**config.mk**
```make
export PLATFORM = sky130hd
export DESIGN_NAME = sync_fifo_param_flat
export DESIGN_NICKNAME = d
export VERILOG_FILES = /design/src/rtl/sync_fifo_param_if.sv /design/src/rtl/sync_fifo_param.sv /design/src/flat_wrapper.sv
export SDC_FILE = /design/constraint.sdc
export NUM_CORES = 2
export LEC_CHECK = 0
export CAP_MARGIN = 5
export CORE_ASPECT_RATIO = 0.5
export CORE_MARGIN = 5
export CORE_UTILIZATION = 65
export DETAILED_ROUTE_END_ITERATION = 8
export PLACE_DENSITY = 0.93
export SKIP_CTS_REPAIR_TIMING = 1
export SLEW_MARGIN = 5
export SYNTH_ARGS = -nofsm -noshare
export SYNTH_HDL_FRONTEND = slang
export SYNTH_SLANG_ARGS = --single-unit
```
**constraint.sdc**
```tcl
create_clock -name clk -period 5.4 [get_ports clk]
set_input_delay 1.08 -clock clk [delete_from_list [all_inputs] [get_ports clk]]
set_output_delay 1.08 -clock clk [all_outputs]
set_load 0.01 [all_outputs]
```
**src/rtl/sync_fifo_param_if.sv**
```systemverilog
// Handshake bundle for sync_fifo_param: the write port, the read port, occupancy and error flags.
// The master side drives requests; the slave side (the FIFO) drives status and data.
interface sync_fifo_param_if #(
    parameter int WIDTH     = 8,
    parameter int ADDR_BITS = 9
) ();
    logic                 wr;
    logic [WIDTH-1:0]     wr_data;
    logic                 not_full;
    logic                 rd;
    logic [WIDTH-1:0]     rd_data;
    logic                 not_empty;
    logic [ADDR_BITS:0]   count;
    logic                 almost_full;
    logic                 almost_empty;
    logic                 overflow;
    logic                 underflow;
    logic                 err_clr;

    modport master (
        output wr, wr_data, rd, err_clr,
        input  not_full, rd_data, not_empty, count,
        input  almost_full, almost_empty, overflow, underflow
    );

    modport slave (
        input  wr, wr_data, rd, err_clr,
        output not_full, rd_data, not_empty, count,
        output almost_full, almost_empty, overflow, underflow
    );
endinterface

```
**src/rtl/sync_fifo_param.sv**
```systemverilog
// Single-clock FIFO with active-low wr/rd requests, registered status flags and sticky error flags.
// Define SYNC_FIFO_FWFT_EN for first-word-fall-through output; otherwise reads have one-edge latency.
module sync_fifo_param #(
    parameter int WIDTH     = 8,
    parameter int ADDR_BITS = 9,
    parameter int AF_LEVEL  = 480,
    parameter int AE_LEVEL  = 32
) (
    input  logic             clk,
    input  logic             rst,
    sync_fifo_param_if.slave bus
);
    localparam int              CW      = ADDR_BITS + 1;
    localparam int              DEPTH   = 2 ** ADDR_BITS;
    localparam logic [CW-1:0]   ONE     = CW'(1);
    localparam logic [CW-1:0]   DEPTH_C = CW'(DEPTH);
    localparam logic [CW-1:0]   AF_C    = CW'(AF_LEVEL);
    localparam logic [CW-1:0]   AE_C    = CW'(AE_LEVEL);

    logic [WIDTH-1:0] r_mem [DEPTH];

    logic [CW-1:0]    r_wr_ptr;
    logic [CW-1:0]    r_rd_ptr;
    logic [CW-1:0]    r_count;
    logic [WIDTH-1:0] r_rd_data;
    logic             r_not_full;
    logic             r_not_empty;
    logic             r_almost_full;
    logic             r_almost_empty;
    logic             r_overflow;
    logic             r_underflow;

    logic             w_wr_acc;
    logic             w_rd_acc;
    logic [CW-1:0]    w_count_next;

    // Acceptance is decided from the registered flags seen before the edge.
    assign w_wr_acc = ~rst & ~bus.wr & r_not_full;
    assign w_rd_acc = ~rst & ~bus.rd & r_not_empty;

    always_comb begin
        w_count_next = r_count;
        if (w_wr_acc && !w_rd_acc) begin
            w_count_next = r_count + ONE;
        end else if (!w_wr_acc && w_rd_acc) begin
            w_count_next = r_count - ONE;
        end
    end

    always_ff @(posedge clk) begin
        if (w_wr_acc) begin
            r_mem[r_wr_ptr[ADDR_BITS-1:0]] <= bus.wr_data;
        end
    end

    always_ff @(posedge clk) begin
        if (rst) begin
            r_wr_ptr       <= '0;
            r_count        <= '0;
            r_not_full     <= 1'b1;
            r_almost_full  <= 1'b0;
            r_almost_empty <= 1'b1;
            r_overflow     <= 1'b0;
            r_underflow    <= 1'b0;
        end else begin
            if (w_wr_acc) begin
                r_wr_ptr <= r_wr_ptr + ONE;
            end
            r_count        <= w_count_next;
            r_not_full     <= (w_count_next != DEPTH_C);
            r_almost_full  <= (w_count_next >= AF_C);
            r_almost_empty <= (w_count_next <= AE_C);
            // A new error on the same edge as err_clr stays visible.
            if (!bus.wr && !r_not_full) begin
                r_overflow <= 1'b1;
            end else if (bus.err_clr) begin
                r_overflow <= 1'b0;
            end
            if (!bus.rd && !r_not_empty) begin
                r_underflow <= 1'b1;
            end else if (bus.err_clr) begin
                r_underflow <= 1'b0;
            end
        end
    end

`ifndef SYNC_FIFO_FWFT_EN
    always_ff @(posedge clk) begin
        if (rst) begin
            r_rd_ptr    <= '0;
            r_rd_data   <= '0;
            r_not_empty <= 1'b0;
        end else begin
            if (w_rd_acc) begin
                r_rd_ptr  <= r_rd_ptr + ONE;
                r_rd_data <= r_mem[r_rd_ptr[ADDR_BITS-1:0]];
            end
            r_not_empty <= (w_count_next != '0);
        end
    end
`else
    // Two-stage output: r_pf_* holds the word fetched from memory, r_rd_data is the visible head.
    logic [WIDTH-1:0] r_pf_data;
    logic             r_pf_valid;
    logic             w_out_load;
    logic             w_pf_free;
    logic             w_mem_avail;

    assign w_out_load  = ~r_not_empty | w_rd_acc;
    assign w_pf_free   = ~r_pf_valid | w_out_load;
    assign w_mem_avail = (r_wr_ptr != r_rd_ptr);

    always_ff @(posedge clk) begin
        if (w_pf_free && w_mem_avail) begin
            r_pf_data <= r_mem[r_rd_ptr[ADDR_BITS-1:0]];
        end
    end

    always_ff @(posedge clk) begin
        if (rst) begin
            r_rd_ptr    <= '0;
            r_pf_valid  <= 1'b0;
            r_rd_data   <= '0;
            r_not_empty <= 1'b0;
        end else begin
            if (w_out_load) begin
                r_not_empty <= r_pf_valid;
                if (r_pf_valid) begin
                    r_rd_data <= r_pf_data;
                end
            end
            if (w_pf_free) begin
                r_pf_valid <= w_mem_avail;
                if (w_mem_avail) begin
                    r_rd_ptr <= r_rd_ptr + ONE;
                end
            end
        end
    end
`endif

    assign bus.count        = r_count;
    assign bus.not_full     = r_not_full;
    assign bus.not_empty    = r_not_empty;
    assign bus.rd_data      = r_rd_data;
    assign bus.almost_full  = r_almost_full;
    assign bus.almost_empty = r_almost_empty;
    assign bus.overflow     = r_overflow;
    assign bus.underflow    = r_underflow;
endmodule

```
**src/flat_wrapper.sv**
```systemverilog
// flat-port wrapper written by rule: the top's interface ports become plain ports
module sync_fifo_param_flat 
#(
    parameter int WIDTH     = 8,
    parameter int ADDR_BITS = 9,
    parameter int AF_LEVEL  = 480,
    parameter int AE_LEVEL  = 32
)
  (clk, rst, bus_wr, bus_wr_data, bus_rd, bus_err_clr, bus_not_full, bus_rd_data, bus_not_empty, bus_count, bus_almost_full, bus_almost_empty, bus_overflow, bus_underflow);
  sync_fifo_param_if #(.WIDTH(WIDTH), .ADDR_BITS(ADDR_BITS)) bus_i ();
  input  logic clk;
  input  logic rst;
  input wire logic [$bits(bus_i.wr)-1:0] bus_wr;
  input wire logic [$bits(bus_i.wr_data)-1:0] bus_wr_data;
  input wire logic [$bits(bus_i.rd)-1:0] bus_rd;
  input wire logic [$bits(bus_i.err_clr)-1:0] bus_err_clr;
  output wire logic [$bits(bus_i.not_full)-1:0] bus_not_full;
  output wire logic [$bits(bus_i.rd_data)-1:0] bus_rd_data;
  output wire logic [$bits(bus_i.not_empty)-1:0] bus_not_empty;
  output wire logic [$bits(bus_i.count)-1:0] bus_count;
  output wire logic [$bits(bus_i.almost_full)-1:0] bus_almost_full;
  output wire logic [$bits(bus_i.almost_empty)-1:0] bus_almost_empty;
  output wire logic [$bits(bus_i.overflow)-1:0] bus_overflow;
  output wire logic [$bits(bus_i.underflow)-1:0] bus_underflow;
  assign bus_i.wr = bus_wr;
  assign bus_i.wr_data = bus_wr_data;
  assign bus_i.rd = bus_rd;
  assign bus_i.err_clr = bus_err_clr;
  assign bus_not_full = bus_i.not_full;
  assign bus_rd_data = bus_i.rd_data;
  assign bus_not_empty = bus_i.not_empty;
  assign bus_count = bus_i.count;
  assign bus_almost_full = bus_i.almost_full;
  assign bus_almost_empty = bus_i.almost_empty;
  assign bus_overflow = bus_i.overflow;
  assign bus_underflow = bus_i.underflow;
  sync_fifo_param #(.WIDTH(WIDTH), .ADDR_BITS(ADDR_BITS), .AF_LEVEL(AF_LEVEL), .AE_LEVEL(AE_LEVEL)) u_core (.clk(clk), .rst(rst), .bus(bus_i));
endmodule
```
==> metrics.txt, run 1 <==
outcome=aborted with a tool error; Failed at=global routing; First Error=[ERROR GRT-0232] Routing congestion too high. Check the congestion heatmap in the GUI.; post-synth top area share=0.763; post-synth cell types=76; Avg Inst Size Synth=21.1 µm²; number of buffers created by CTS=343; Sink Count=4138; Synth top cells by count=edfxtp_1, mux4_2, nor2_1; area leader, netlist=edfxtp_1; Tot GR Track Use=0.664; CTS Root Cell=clkbuf_16; Mapped Area=0.161 mm²; H-tree lvl count=5; worst_ep kind=register input; Mapped Nets=7678; Initial Util=0.653; Die Span Y=362 µm; Setup WS pre-CTS=0.362 ns; Area contributors post-synth=edfxtp_1, mux4_2, mux2i_1, nor2_1, nand2_1; Post-synth EDFFs=4096; largest net degree at the start of global routing=113; ys flop type=edfxtp_1; worst_ep grt=u_core.bus.rd_data[0]$_SDFFE_PP0P_/D; CTS max path bufs=4; synth warn=0; Seq/Total Area, Yosys=0.768; Chip Width=714 µm; num ports=37; gr ovfl total=156; port buffer count=36; row cnt=129; Synth Instances=7658; Post-synth ARST share=0; count leader, synth=edfxtp_1; DPL Wire Length=326 mm; Placer Congestion=0.963; initial antenna violation count=191; Synth Register Bits=4138
[logic make-up after synthesis]
| group | after synthesis | share of synthesized area |
|---|---|---|
| AO/OA/AOI/OAI | 615 | 0.0260 |
| multiplexers | 1342 | 0.160 |
| buffers and inverters | 494 | 0.0177 |
| adder cells (fa/ha/maj) | 7 | 0.000543 |
| AND/OR/NAND/NOR | 1039 | 0.0269 |
| flip-flops | 4138 | 0.768 |
| XOR/XNOR | 23 | 0.00125 |
[per-layer routing]
layer  GRT overflow  track usage
met1              6        0.639
met2             67        0.764
met3              9        0.627
met4             72        0.604
met5              2        0.498
[metrics by stage]
step | utilization | cells | area [µm²]
floorplan | - | 7658 | 161000
detailed placement | 0.684 | 11184 | 169000
CTS | 0.728 | 11794 | 180000
global placement | 0.684 | 11184 | 169000
==> inputs of run 2 (changes only) <==
--- a/config.mk
+++ b/config.mk
@@ -6,11 +6,10 @@
 export NUM_CORES = 2
 export LEC_CHECK = 0
 export CAP_MARGIN = 5
-export CORE_ASPECT_RATIO = 0.5
 export CORE_MARGIN = 5
-export CORE_UTILIZATION = 65
+export CORE_UTILIZATION = 40
 export DETAILED_ROUTE_END_ITERATION = 8
-export PLACE_DENSITY = 0.93
+export PLACE_DENSITY_LB_ADDON = 0.15
 export SKIP_CTS_REPAIR_TIMING = 1
 export SLEW_MARGIN = 5
 export SYNTH_ARGS = -nofsm -noshare
==> run 2 against run 1 <==
Against the previous run: the run now ends clean; synthesized cell count is the same; synthesized area is the same.
==> metrics.txt, run 2 <==
drt first pass iters=6; WL final=497 mm; Max Freq=208 MHz; critical path's slowest cell=dfxtp_4; synth warn=0; unrepaired setup endpoints after global routing=false; Finished Core Util=0.459; final setup violation count=0; Placer Congestion=0.841; outcome=finished, final reports clean; CP Cell Sequence=buf_12 > buf_12 > buf_4 > mux4_2 > mux4_2 > o211ai_1 > a311oi_2 > a311oi_1 > nor4_1; largest net degree at the start of global routing=153; CTS Root Cell=clkbuf_16; post-synth top area share=0.763; row cnt=233; antenna viol nets, final=0; R2R depth=9; post-route cell area=0.184 mm²; cell count of the worst hold path=1; Final Slew Violations=0; Mapped Area=0.161 mm²; Worst setup EP type=flip-flop; Max Cap Viol=0; Tightest Pin Transition=1.45 ns; Post-synth EDFFs=4096; number of remaining DRC errors=0; hold endpoint=u_core.r_mem[19][2]$_DFFE_PP_; Die Span Y=645 µm; Seq/Total Area, Yosys=0.768; CORE AREA=0.402 mm²; DR vias=82451; fin nets=8113; CTS clk-pin slew, worst paths=0.06 ns; Sink Count=4138; Worst VDD drop=0.314 mV; Reg area=0.124 mm²; Final Hold Vio Count=0; vias in the first global route=82484; Mapped Nets=7678; Tcrit/Tclk final=0.888; fin crit period=4.80 ns; vias per inst=5.99; num ports=37; relative slew slack=0.0246; CTS tree=built; fill count=33575; worst endpoint required time=6.24 ns; gr ovfl total=0; skew final=0.0512 ns; ys flop type=edfxtp_1; Synth Register Bits=4138; first-pass GRT wire length=687 mm; Initial Util=0.401; CTS max path bufs=4; arrival time at the worst endpoint=5.64 ns; initial antenna violation count=39; Chip Width=645 µm; die area=0.416 mm²; layout cell share with drive strength beyond 1=0.254; critical path launch point type=flip-flop; DPL Wire Length=304 mm; worst hold path class=in2reg; number of buffers created by CTS=429; Avg Inst Size Synth=21.1 µm²; Tot GR Track Use=0.235; launch point of the worst hold path=bus_wr_data[2]; Synth top cells by count=edfxtp_1, mux4_2, nor2_1; Synth Instances=7658; reg-to-reg endpoint=u_core.bus.rd_data[0]$_SDFFE_PP0P_; area leader, netlist=edfxtp_1; LEAKAGE=55.9 nW; count leader, synth=edfxtp_1; hold_ws=0.492 ns; H-tree lvl count=5; post-synth cell types=76; area occupied by multi-input gates=0.0349 mm²; DR WL/cell=36.1 µm; R2R Setup Slk=0.60 ns; worst-skew pair later-pin latency=0.99 ns; placed inst area=0.170 mm²; Area contributors post-synth=edfxtp_1, mux4_2, mux2i_1, nor2_1, nand2_1; most frequent cells in the layout=edfxtp_1, mux4_2, nor2_1; Pwr per Cell Area=392 mW/mm²; area growth from synthesis to layout=14.4%; most common cell after layout, fill and taps aside=edfxtp_1; number of flip-flops in the largest register=4096; Iteration-0 DRC Markers=10550; Crit Path Category=reg2reg; post-route setup TNS=0 ns; Post-synth ARST share=0; r2r startpoint=u_core.r_rd_ptr[0]$_SDFFE_PP0P_; Max FO, Critical Path=20; Worst path max stage delay=0.84 ns; port buffer count=36
## run 2: worst max-delay path by stage
stage,cells past startpoint,startpoint,to
2_1_floorplan,7,rst,u_core.r_mem[463][0]$_DFFE_PP_
3_3_place_gp,9,u_core.r_rd_ptr[4]$_SDFFE_PP0P_,u_core.bus.rd_data[6]$_SDFFE_PP0P_
3_5_place_dp,9,u_core.r_rd_ptr[0]$_SDFFE_PP0P_,u_core.bus.rd_data[0]$_SDFFE_PP0P_
4_1_cts,9,u_core.r_rd_ptr[0]$_SDFFE_PP0P_,u_core.bus.rd_data[0]$_SDFFE_PP0P_
5_1_grt,9,u_core.r_rd_ptr[0]$_SDFFE_PP0P_,u_core.bus.rd_data[0]$_SDFFE_PP0P_
6_report,9,u_core.r_rd_ptr[0]$_SDFFE_PP0P_,u_core.bus.rd_data[0]$_SDFFE_PP0P_
## run 2: critical path: cells and delay by family (launching register included)
family          cells  cell delay (ns)
compound gates      3             1.63
simple gates        1             0.12
mux                 2             1.12
buf+inv             3             0.84
flops               1             0.84
## run 2: area by class of cell
| class | instances | area share |
|---|---|---|
| sequential | 4138 | 0.671 |
| tap | 5287 | 0.0359 |
| timing repair buffer | 486 | 0.0262 |
| inverter | 12 | 0.000366 |
| multi-input combinational | 3026 | 0.189 |
| clock inverter | 272 | 0.0159 |
| antenna | 11 | 0.000149 |
| clock buffer | 530 | 0.0609 |
## run 2: report_power, final
group          switching, mW  total, mW  internal (mW)
clock network           12.6       30.0           17.4
registers              0.113       35.4           35.3
logic                   3.83       6.90           3.07
## run 2: kinds of logic after synthesis
logic type / after synthesis / share of synthesized area
multiplexers: 1342 / 0.160
flip-flops: 4138 / 0.768
AND/OR/NAND/NOR: 1039 / 0.0269
AO/OA/AOI/OAI: 615 / 0.0260
XOR/XNOR: 23 / 0.00125
adder cells (fa/ha/maj): 7 / 0.000543
buffers and inverters: 494 / 0.0177
## run 2: routing by layer
metal | GRT usage | wire length (µm) | part of all wire
met4 | 0.0715 | 17000 | 0.034
met2 | 0.364 | 230000 | 0.46
met1 | 0.339 | 209000 | 0.42
met3 | 0.0457 | 41100 | 0.083
met5 | 0 | 91 | 0.00018
## run 2: per-stage QoR
step	instances	setup WS (ns)	total power [mW]
3_3_place_gp	12946	0.252	43.1
3_5_place_dp	12949	0.611	43.1
5_1_grt	13754	0.554	74.5
6_report	13762	0.603	72.3
4_1_cts	13751	0.577	72.9
2_1_floorplan	7658	2.18	40.6
Note: power is estimated with default switching activity, not from simulation.
